### config.mk
export PLATFORM = sky130hd
export DESIGN_NAME = led_pattern_sequencer
export DESIGN_NICKNAME = d
export VERILOG_FILES = /design/src/rtl/led_seq_pkg.sv /design/src/rtl/tick_prescaler.sv /design/src/rtl/led_pattern_sequencer.sv
export SDC_FILE = /design/constraint.sdc
export NUM_CORES = 1
export LEC_CHECK = 0
export BUFFER_PORTS_ARGS = -buffer_cell sky130_fd_sc_hd__buf_2
export CELL_PAD_IN_SITES_DETAIL_PLACEMENT = 0
export CELL_PAD_IN_SITES_GLOBAL_PLACEMENT = 2
export CORE_MARGIN = 1.5
export CORE_UTILIZATION = 37
export DETAILED_ROUTE_END_ITERATION = 8
export GPL_TIMING_DRIVEN = 0
export PLACE_DENSITY = 0.95
export SYNTH_ARGS = -nofsm -noshare
export SYNTH_HDL_FRONTEND = slang
export SYNTH_HIERARCHICAL = 1
export SYNTH_SLANG_ARGS = --single-unit
### constraint.sdc
create_clock -name clk -period 5.1 [get_ports clk]
set_clock_uncertainty 0.2 [all_clocks]
set_input_delay 0.255 -clock clk [delete_from_list [all_inputs] [get_ports clk]]
set_output_delay 0.255 -clock clk [all_outputs]
set_load 0.05 [all_outputs]
### src/rtl/led_seq_pkg.sv
// Shared mode encoding and request decode for the LED pattern sequencer.
package led_seq_pkg;

  localparam int unsigned MODE_W = 3;

  localparam logic [MODE_W-1:0] MODE_OFF      = 3'd0;
  localparam logic [MODE_W-1:0] MODE_WALK     = 3'd1;
  localparam logic [MODE_W-1:0] MODE_BOUNCE   = 3'd2;
  localparam logic [MODE_W-1:0] MODE_COUNT    = 3'd3;
  localparam logic [MODE_W-1:0] MODE_ALLBLINK = 3'd4;

  // Unused codes fold onto OFF so the mode register only ever holds legal modes.
  function automatic logic [MODE_W-1:0] decode_mode(input logic [MODE_W-1:0] code);
    return (code > MODE_ALLBLINK) ? MODE_OFF : code;
  endfunction

endpackage

### src/rtl/tick_prescaler.sv
// Divides clk into a one-cycle tick every TICK_DIV cycles; tick is registered.
module tick_prescaler #(
  parameter int unsigned TICK_DIV = 25_000_000
) (
  input  logic clk,
  input  logic rst,
  output logic tick
);

  localparam int unsigned CntW = (TICK_DIV > 1) ? $clog2(TICK_DIV) : 1;
  localparam logic [CntW-1:0] CntMax = CntW'(TICK_DIV - 1);

  logic [CntW-1:0] cnt_q, cnt_d;
  logic            tick_q;

  always_comb begin
    cnt_d = (cnt_q == CntMax) ? '0 : cnt_q + CntW'(1);
  end

  // tick_q tracks "cnt_q == CntMax" one register stage ahead so it lines up exactly.
  always_ff @(posedge clk) begin
    if (rst) begin
      cnt_q  <= '0;
      tick_q <= 1'b0;
    end else begin
      cnt_q  <= cnt_d;
      tick_q <= (cnt_d == CntMax);
    end
  end

  assign tick = tick_q;

endmodule

### src/rtl/led_pattern_sequencer.sv
// LED bank sequencer: mode FSM with tick-aligned mode switching over a valid/ready port.
module led_pattern_sequencer
  import led_seq_pkg::*;
#(
  parameter int unsigned TICK_DIV = 25_000_000,
  parameter int unsigned N_LED    = 40,
  parameter int unsigned N_BLINK  = 4
) (
  input  logic               clk,
  input  logic               rst,
  input  logic               mode_req_valid,
  input  logic [MODE_W-1:0]  mode_req,
  output logic               mode_req_ready,
  output logic               step_tick,
  output logic [MODE_W-1:0]  cur_mode,
  output logic [N_LED-1:0]   led,
  output logic [N_BLINK-1:0] blink
);

  logic               tick;
  logic [MODE_W-1:0]  mode_q, pend_q;
  logic               pend_valid_q, ready_q, dir_q;
  logic [N_LED-1:0]   led_q;
  logic [N_BLINK-1:0] blink_q;

  logic [N_LED-1:0]   led_step, led_init;
  logic               dir_step, move_up;

  tick_prescaler #(
    .TICK_DIV (TICK_DIV)
  ) u_tick_prescaler (
    .clk  (clk),
    .rst  (rst),
    .tick (tick)
  );

  always_comb begin
    led_step = '0;
    dir_step = dir_q;
    move_up  = 1'b0;
    case (mode_q)
      MODE_WALK:     led_step = {led_q[N_LED-2:0], led_q[N_LED-1]};
      MODE_BOUNCE: begin
        // Turn around at either end so endpoints are lit for a single step.
        move_up  = dir_q ? ~led_q[N_LED-1] : led_q[0];
        led_step = move_up ? (led_q << 1) : (led_q >> 1);
        dir_step = move_up;
      end
      MODE_COUNT:    led_step = led_q + N_LED'(1);
      MODE_ALLBLINK: led_step = ~led_q;
      default:       led_step = '0;
    endcase
  end

  always_comb begin
    case (pend_q)
      MODE_WALK, MODE_BOUNCE: led_init = N_LED'(1);
      MODE_ALLBLINK:          led_init = '1;
      default:                led_init = '0;
    endcase
  end

  always_ff @(posedge clk) begin
    if (rst) begin
      mode_q       <= MODE_OFF;
      pend_q       <= MODE_OFF;
      pend_valid_q <= 1'b0;
      ready_q      <= 1'b1;
      dir_q        <= 1'b1;
      led_q        <= '0;
      blink_q      <= '0;
    end else begin
      if (tick) begin
        blink_q <= blink_q + N_BLINK'(1);
        if (pend_valid_q) begin
          mode_q       <= pend_q;
          led_q        <= led_init;
          dir_q        <= 1'b1;
          pend_valid_q <= 1'b0;
          ready_q      <= 1'b1;
        end else begin
          led_q <= led_step;
          dir_q <= dir_step;
        end
      end
      // ready_q is low whenever a request is pending, so accept never races an apply.
      if (mode_req_valid && ready_q) begin
        pend_q       <= decode_mode(mode_req);
        pend_valid_q <= 1'b1;
        ready_q      <= 1'b0;
      end
    end
  end

  assign mode_req_ready = ready_q;
  assign step_tick      = tick;
  assign cur_mode       = mode_q;
  assign led            = led_q;
  assign blink          = blink_q;

endmodule

==> results.md <==
* Status: finished clean
* Crit path required time at 5.11 ns
* Post-synthesis sequential area ratio at roughly 29%
* Worst setup EP type: register
* Core Rows at 44
* CTS Buffer Depth at 2
* Cells after synthesis at between 700 and 800
* Fill cells at 1532
* Placed Area at between 0.005 and 0.006 mm2
* Routed via count at about 6200
* Root Driver: clkbuf_16
* Least-Margin Pin Slew at between 1 and 1.5 ns
* Largest net degree at the start of global routing at 14
* Clk slew on worst S/H paths at about 0.060 ns
* Pins Over Slew Limit at 0
* Vias per cell at 6.21
* Syn_area_per_cell at roughly 7.5 um2
* Ranking of synthesized cells by area: dfxtp_1, nor2_1, o21ai_0
* Final Critical Period at 3.58 ns
* RSZ-0062 raised after global routing: no
* Layout cells sized above 1 at 13.8%
* Post-synth EDFFs at 0
* Most common cell after layout, fill and taps aside: nor2_1
* Vias in the first global route at 5721
* DRC viols at 0
* Final #Nets at 811
* Top_reg_cell synth: dfxtp_1
* PortBufs at between 50 and 60
* Period utilization at between 70% and 80%
* Max Clk Rate at 280 MHz
* First-pass GRT wire length at 31.4 mm
* Power density cells at 205 mW/mm2
* CTS buffer count at 9
* Global placer's final weighted congestion at around 0.94
* Worst skew pair latency at ~0.36 ns
* GRT Residual Overflow at 0
* H-Tree Depth at 3
* Number of synthesized register bits at a little under 80
* GR Util All Layers at ~26%
* DR iter-0 viols at ~610
* Total of max-cap violations at 0
* Crit path largest cell delay at approximately 1.1 ns
* CP Data Arrival Time at roughly 3.6 ns
* Die area at 0.0156 mm2
* Most frequent cells in the layout: nor2_1, dfxtp_1, o21ai_0
* Yosys top cell by area: dfxtp_1
* Peak supply drop at ~0.00016 V
* Crit-path max FO at 7
* CP Launch Type: register
* Core area at roughly 0.015 mm2
* I/O pin count at between 50 and 60
* Netlist cell types at 78
* Final Hold Vio Count at 0
* Area Growth Syn to Fin at 14.4%
* Crit-path cells: buf_2, nand4_1, or4_4, nor4_1, mux2_2, a221oi_1, nor3_1
* DP HPWL at 14.0 mm
* Starting Density at between 30% and 40%
* Clock sink count at 79
* Async SR Flop Fraction at 0%
* CTS resizes at 0
* Routed length per instance at between 15 and 20 um
* N_diodes at 0
* CP Class: reg -> reg
* Finish-stage setup viols at 0
* Total wire length at ~20 mm
* Synthesized cell area at 0.00549 mm2
* Die span in y at between 100 and 150 um
* DRT antenna net count at 0
* Synth top area share at around 29%
* Min-delay worst type: in -> reg
* Setup TNS at 0 ns
* Initial antenna violation count at 0
* Yosys Warn Count at 6
* Final non-filler cell area at 0.00628 mm2
* Pre-antenna DRT Iters at 6
* Net count after synthesis at between 700 and 800
* Slew headroom at between 10% and 20%
* Die outline width at 125 um
* Lkg Pwr at around 2.2 nW
* CTS tree: yes
* CP max-delay cell: nor4_1
* Setup bufs post-CTS at 0
-- sequential cells by signal, indices dropped and copies added, names as in the netlist --
register,flops
blink,4
mode_req_ready,1
u_tick_prescaler/tick,1
pend_valid_q,1
u_tick_prescaler/cnt_q,25
pend_q,3
led,40
cur_mode,3
dir_q,1
-- Yosys cell counts (all sizes together), types with 4 or more instances --
| cell | n |
|---|---|
| o21a | 4 |
| a221o | 7 |
| a31oi | 9 |
| nand4 | 20 |
| xor2 | 21 |
| and2 | 5 |
| clkbuf | 50 |
| a21o | 5 |
| o221ai | 4 |
| nor3 | 19 |
| o22ai | 5 |
| a21bo | 5 |
| nand2 | 59 |
| a32oi | 6 |
| nor2b | 4 |
| inv | 26 |
| o31ai | 4 |
| buf | 14 |
| nor2 | 87 |
| a211oi | 7 |
| a21oi | 50 |
| o21ai | 63 |
| mux2i | 8 |
| o211ai | 6 |
| xnor2 | 14 |
| or4 | 4 |
| o2111ai | 5 |
| and3 | 9 |
| nand3 | 32 |
| or2 | 5 |
| o32ai | 6 |
| nor4 | 14 |
| dfxtp | 79 |
| nand2b | 8 |
| a221oi | 21 |
| and4 | 5 |
| nor3b | 4 |
-- critical path, delay by kind of cell, from the launching register on --
kind / cells / cell delay (ns)
AOI/OAI and AO/OA: 1 / 0.28
and+or+nand+nor: 4 / 2.01
muxes: 1 / 0.42
DFF: 1 / 0.32
buffers and inverters: 1 / 0.19
-- kinds of logic after synthesis --
| group | after synthesis | synth area share, % |
|---|---|---|
| compound gates | 228 | 27.8 |
| xor+xnor | 35 | 5.58 |
| fa+ha+maj | 3 | 0.684 |
| buf+inv | 90 | 6.84 |
| flops | 79 | 28.8 |
| mux | 11 | 2.14 |
| simple gates | 290 | 28.1 |
-- cell type report --
class | count | area (um2) | share of cell area [%]
tap | 184 | 230 | 3.67
timing repair buffer | 55 | 280 | 4.46
buffer | 64 | 278 | 4.42
multi-input combinational | 567 | 3530 | 56.3
clock inverter | 4 | 31.3 | 0.498
clock buffer | 12 | 246 | 3.93
inverter | 26 | 97.6 | 1.55
sequential | 79 | 1580 | 25.2
-- path summary, 6_finish.rpt --
path	from	endpoint	slack [ns]	cells past startpoint
min reg2reg	u_tick_prescaler/cnt_q[0]	u_tick_prescaler/cnt_q[0]	0.29	1
min	mode_req[1]	pend_q[2]	0.03	4
max	led[21]	led[36]	1.52	7
max reg2reg	led[21]	led[36]	1.52	7
-- layer usage --
metal	part of all wire, %	up-vias	track usage (%)	wire, um
li1	-	2862	-	-
met1	41	2906	32.7	8200
met2	45	329	39.9	8890
met3	9.4	54	6.79	1870
met4	4.1	0	12.0	813
met5	0	-	0	0
-- power by group --
part	switching (mW)	total, mW	internal, mW
registers	0.00471	0.626	0.621
clock network	0.279	0.624	0.344
logic	0.0283	0.0402	0.0118
total	0.313	1.29	0.977
-- stage by stage --
step | util [%] | setup WS [ns] | power [mW] | cells | hold slack (ns)
floorplan | - | 2.03 | 0.664 | 736 | 0.127
global placement | 41.2 | 1.65 | 0.677 | 974 | 0.270
detailed placement | 41.2 | 1.66 | 0.678 | 974 | 0.288
CTS | 43.2 | 1.64 | 1.30 | 991 | 0.0100
global route | 43.2 | 1.46 | 1.33 | 991 | 0.0431
finish | 43.2 | 1.52 | 1.29 | 991 | 0.0289
-- what timing repair did --
item,CTS,global route
endpoints found under the setup margin,0,0
hold endpoints to repair,2,0
hold buffers,1,0
(Power assumes the default switching activity.)
